[src/rtl/ptt_pkg.sv]
// Shared types for the programmable truth-table evaluator.
package ptt_pkg;

  typedef enum logic [1:0] {INIT, CLEAR, RUN} state_e;

  // Entry fields are sized for the widest supported OUT_W; users slice [OUT_W-1:0].
  localparam int ENTRY_MAX_W = 16;

  typedef struct packed {
    logic [ENTRY_MAX_W-1:0] val;
    logic [ENTRY_MAX_W-1:0] care;
  } entry_t;

  localparam entry_t DEFAULT_ENTRY = '{val: '0, care: '0};

endpackage

[src/rtl/ptt_table_ram.sv]
// Truth-table storage: one synchronous write port, one asynchronous read port, no reset.
module ptt_table_ram #(
  parameter int AW = 3,
  parameter int DW = 4
) (
  input  logic          clk,
  input  logic          we,
  input  logic [AW-1:0] waddr,
  input  logic [DW-1:0] wdata,
  input  logic [AW-1:0] raddr,
  output logic [DW-1:0] rdata
);

  logic [DW-1:0] mem [2**AW];

  always_ff @(posedge clk)
    if (we) mem[waddr] <= wdata;

  // Async read sees the pre-write contents during a same-cycle write.
  assign rdata = mem[raddr];

endmodule

[src/rtl/prog_truth_table.sv]
// Run-time programmable truth table: sweep-initialised RAM, config write port,
// and a one-deep registered valid/ready evaluation stage.
module prog_truth_table
  import ptt_pkg::*;
#(
  parameter int   IN_W    = 3,
  parameter int   OUT_W   = 2,
  parameter logic DC_FILL = 1'b0
) (
  input  logic             clk,
  input  logic             rst_n,
  input  logic             cfg_valid,
  output logic             cfg_ready,
  input  logic [IN_W-1:0]  cfg_addr,
  input  logic [OUT_W-1:0] cfg_val,
  input  logic [OUT_W-1:0] cfg_care,
  input  logic             clear_req,
  input  logic             in_valid,
  output logic             in_ready,
  input  logic [IN_W-1:0]  in_vec,
  output logic             out_valid,
  input  logic             out_ready,
  output logic [OUT_W-1:0] out_y,
  output logic [OUT_W-1:0] out_dc,
  output logic             busy
);

  localparam int            DEPTH = 2**IN_W;
  localparam logic [IN_W:0] LAST  = (IN_W+1)'(DEPTH-1);

  state_e                 state, state_nxt;
  logic [IN_W:0]          cnt, cnt_nxt;
  logic                   we;
  logic [IN_W-1:0]        waddr;
  logic [2*OUT_W-1:0]     wdata, rdata;
  logic [OUT_W-1:0]       rd_val, rd_care, y_nxt;
  logic                   in_fire;

  ptt_table_ram #(.AW(IN_W), .DW(2*OUT_W)) u_ram (
    .clk   (clk),
    .we    (we),
    .waddr (waddr),
    .wdata (wdata),
    .raddr (in_vec),
    .rdata (rdata)
  );

  always_ff @(posedge clk or negedge rst_n) begin
    if (!rst_n) begin
      state <= INIT;
      cnt   <= '0;
    end else begin
      state <= state_nxt;
      cnt   <= cnt_nxt;
    end
  end

  always_comb begin
    state_nxt = state;
    cnt_nxt   = cnt;
    we        = 1'b0;
    waddr     = cfg_addr;
    wdata     = {cfg_care, cfg_val};
    unique case (state)
      INIT, CLEAR: begin
        we    = 1'b1;
        waddr = cnt[IN_W-1:0];
        wdata = {DEFAULT_ENTRY.care[OUT_W-1:0], DEFAULT_ENTRY.val[OUT_W-1:0]};
        if (cnt == LAST) begin
          state_nxt = RUN;
          cnt_nxt   = '0;
        end else begin
          cnt_nxt = cnt + 1'b1;
        end
      end
      RUN: begin
        // A same-cycle cfg write still lands; the sweep then overwrites it.
        we = cfg_valid;
        if (clear_req) begin
          state_nxt = CLEAR;
          cnt_nxt   = '0;
        end
      end
      default: state_nxt = INIT;
    endcase
  end

  assign busy      = (state != RUN);
  assign cfg_ready = (state == RUN);
  assign in_ready  = (state == RUN) & (~out_valid | out_ready);
  assign in_fire   = in_valid & in_ready;

  assign rd_val  = rdata[OUT_W-1:0];
  assign rd_care = rdata[2*OUT_W-1:OUT_W];

  for (genvar i = 0; i < OUT_W; i++) begin : g_bit
    assign y_nxt[i] = rd_care[i] ? rd_val[i] : DC_FILL;
  end

  // Output stage holds through stalls and through CLEAR until consumed.
  always_ff @(posedge clk or negedge rst_n) begin
    if (!rst_n) begin
      out_valid <= 1'b0;
      out_y     <= '0;
      out_dc    <= '0;
    end else if (in_fire) begin
      out_valid <= 1'b1;
      out_y     <= y_nxt;
      out_dc    <= ~rd_care;
    end else if (out_ready) begin
      out_valid <= 1'b0;
    end
  end

endmodule
[config.mk]
export PLATFORM = sky130hd
export DESIGN_NAME = prog_truth_table
export DESIGN_NICKNAME = d
export VERILOG_FILES = /design/src/rtl/ptt_pkg.sv /design/src/rtl/ptt_table_ram.sv /design/src/rtl/prog_truth_table.sv
export SDC_FILE = /design/constraint.sdc
export NUM_CORES = 1
export LEC_CHECK = 0
export CAP_MARGIN = 30
export CELL_PAD_IN_SITES_DETAIL_PLACEMENT = 1
export CELL_PAD_IN_SITES_GLOBAL_PLACEMENT = 1
export CORE_MARGIN = 1.5
export CORE_UTILIZATION = 45
export DETAILED_ROUTE_END_ITERATION = 10
export PLACE_DENSITY = 0.82
export SYNTH_ARGS = -nofsm -noshare
export SYNTH_HDL_FRONTEND = slang
export SYNTH_SLANG_ARGS = --single-unit
[constraint.sdc]
create_clock -name clk -period 1.7 [get_ports clk]
set_input_delay 0.34 -clock clk [delete_from_list [all_inputs] [get_ports clk]]
set_output_delay 0.34 -clock clk [all_outputs]
set_load 0.02 [all_outputs]
==> impl_results.md <==
* Power per cell area at 1720 mW/mm2
* R2r setup slk at 0.21 ns
* Worst rel slew slack at 61.58%
* Crit path largest cell delay at 0.53 ns
* Share of layout cells above drive strength 1 at 22.62%
* Post-route cell area at 0.002354 mm2
* Gpl congestion at 0.7418
* DRT iter0 DRCs at 45
* Vias in the first global route at approximately 1300
* Initial antenna violation count at 0
* Total number of vias at between 1000 and 1500
* Die Ht at 67.24 um
* Worst Path Buf+Inv at 2
* Crit path capture type: flop
* CTS tree: yes
* M1 WL at about 1.7 mm
* Critical path origin: in_vec[0]
* Post-DP Area at 0.002250 mm2
* Post-DRT Antenna Nets at 0
* Met2 wire len at around 2.4 mm
* Crit path max-delay family: multiplexers
* Setup Fix Bufs, Post-CTS at 0
* Final net count at 184
* Path depth of the worst reg2reg path at 5
* Final Util at 59.26%
* Buffers on Ports at 23
* Post-Syn Nets at 142
* Cell Area, Synth at 0.001857 mm2
* Aggregate global-route resource usage at 20.83%
* CTS Hold Buffers Added at 0
* Post-synth cell types at 29
* Crit path required time at 1.86 ns
* Endpoints failing setup at 0
* Worst setup SP type: input pin
* Crit path max fanout at 5
* Worst r2r src: state[1]$_DFFE_PN0P_
* Post-route non-filler standard cell count at 218
* Lkg Pwr at 0.0009139 uW
* Mapped Cells at 125
* Wire length per cell at 19.75 um
* Arr. time, crit path at ~1.8 ns
* Hold Crit Class: input pin to asynchronous set/reset pin
* VDD IR max at roughly 0.83 mV
* Register area share after synthesis at 66.58%
* Period minus WS final at around 1.7 ns
* WL final at approximately 4.3 mm
* Die footprint at 0.004521 mm2
* Fmax achieved at 599.6 MHz
* Placed Instances at 210
* WP depth at 5
* Die Wd at 67.24 um
* Slowest CP cell: mux4_2
* CP Class: input pin to flop
* H-tree depth at 2
* Worst-path clk slew at approximately 0.08 ns
* Starting Density at 46.75%
* IO Pins at 24
* Highest routing layer actually used: met4
* Critical path endpoint: out_y[0]$_DFFE_PN0P_
* RSZ-0062 raised after global routing: no
* Antenna Cells at 0
* Final worst-path cycle share at 98.11%
* Synth warn at 0
* Crit path cell chain: clkdlybuf4s50_1, buf_4, mux4_2, mux2i_2, o31ai_1
* CTS buffer count at 5
* DRC viols at 0
* Vias per cell at 5.546
* Worst-Margin Slew at approximately 0.57 ns
* Router iterations before antenna repair at 4
* Min Hold Slack at 0.4085 ns
* Core area at around 0.0040 mm2
* Site Rows at 23
* R2r endpoint: u_ram.mem[2][2]$_DFFE_PP_
* Met3 WL post-DR at 143 um
* Synth Register Bits at 43
* Filler cells at 390
* MaxCap Viol Count at 0
* Synth Area per Inst at around 15 um2
* Synthesis-to-finish area growth at 26.75%
* Status: finished clean
* Clock latency on the worst-skew pair at 0.29 ns
* Post-DP HPWL at 3.379 mm
* Final setup skew at 0.005174 ns
* Root Buffer: clkbuf_8
* Clock sinks at 43
* Clock buffer depth at 2
* Grt ovf at 0
* Max Slew Vio Count at 0
* Fin. Hold Viols at 0
* First-pass GRT wire length at 6.334 mm
* Largest net degree at the start of global routing at 26
==> cells in the final DEF (no fill, tap or decap), types with 5 or more instances in the layout <==
| cell type | instances |
|---|---|
| edfxtp_1 | 32 |
| clkdlybuf4s50_1 | 20 |
| buf_4 | 19 |
| nor2_1 | 13 |
| dfrtp_1 | 11 |
| mux4_2 | 8 |
| inv_1 | 6 |
| nand3_1 | 6 |
| o21ai_0 | 5 |
| clkbuf_8 | 5 |
==> power by group <==
part / internal (uW) / total, uW / switching, uW
Clock: 437 / 784 / 347
Combinational: 655 / 1460 / 810
Sequential: 1600 / 1800 / 194
==> cells in the mapped netlist (all sizes together) <==
cell type,number,share of area (%)
a31oi,4,1.3
nor3b,1,0.40
o22ai,1,0.34
a21oi,1,0.27
clkbuf,4,0.88
and2b,1,0.40
nand3,6,1.6
dfrtp,11,15
and2,4,1.3
a2bb2oi,1,0.47
inv,6,1.2
mux2i,5,2.7
o21ai,5,1.3
nand3b,1,0.40
nor2b,3,1.0
nand2,3,0.61
mux2,2,1.2
mux4,8,9.7
and3b,1,0.47
ha,1,0.67
buf,2,1.0
o31ai,4,1.6
edfxtp,32,52
nor3,1,0.27
xnor2,1,0.47
nand2b,3,1.0
nor2,13,2.6
==> repair_timing <==
action	in CTS	in global routing
cloned	0	0
pin swaps	0	0
setup endpoints to repair	5	2
gates resized for setup	7	5
==> layer usage <==
metal  track usage [%]  up-vias
met5                 0        -
met4             8.929        0
met3             5.500        9
met2             38.61       29
met1             22.12      617
li1                  -      554
==> flip-flops by register name, indices dropped and copies added, names as in the netlist <==
signal     flops
out_y          2
out_valid      1
state          2
u_ram.mem     32
out_dc         2
cnt            4
==> cell families after synthesis <==
kind of cell	share of synthesized area, %
buf+inv	3.099
flops	66.58
compound gates	5.391
simple gates	10.18
xor+xnor	0.4718
fa+ha+maj	0.6737
mux	13.61
==> how the worst min path moves through the flow <==
stage / start / endpoint / slack [ns] / cells past startpoint
6_report: rst_n / state[1]$_DFFE_PN0P_ / 0.41 / 1
5_1_grt: rst_n / state[1]$_DFFE_PN0P_ / 0.44 / 1
4_1_cts: rst_n / cnt[2]$_DFFE_PN0P_ / 0.42 / 1
3_5_place_dp: out_dc[1]$_DFFE_PN0P_ / out_dc[1]$_DFFE_PN0P_ / 0.49 / 1
3_3_place_gp: out_dc[1]$_DFFE_PN0P_ / out_dc[1]$_DFFE_PN0P_ / 0.47 / 1
2_1_floorplan: rst_n / cnt[0]$_DFFE_PN0P_ / 0.04 / 0
==> through the flow <==
| stage | TNS [ns] | total power, uW | setup WS [ns] |
|---|---|---|---|
| 2_1_floorplan | 0 | 2574 | 0.1037 |
| 3_3_place_gp | -1.212 | 3168 | -0.2627 |
| 3_5_place_dp | -2.609 | 3321 | -0.3229 |
| 4_1_cts | 0 | 4088 | 0.001007 |
| 5_1_grt | 0 | 4243 | 0.006052 |
| 6_report | 0 | 4047 | 0.03221 |
==> final cells by class <==
class | instances | area [um2] | area share [%]
inverter | 6 | 22.52 | 0.9569
clock inverter | 3 | 43.79 | 1.861
multi-input combinational | 70 | 566.8 | 24.08
sequential | 43 | 1236 | 52.53
tap | 50 | 62.56 | 2.658
clock buffer | 5 | 68.82 | 2.924
timing repair buffer | 41 | 352.8 | 14.99
No activity file was read; power rests on OpenSTA's default activity.
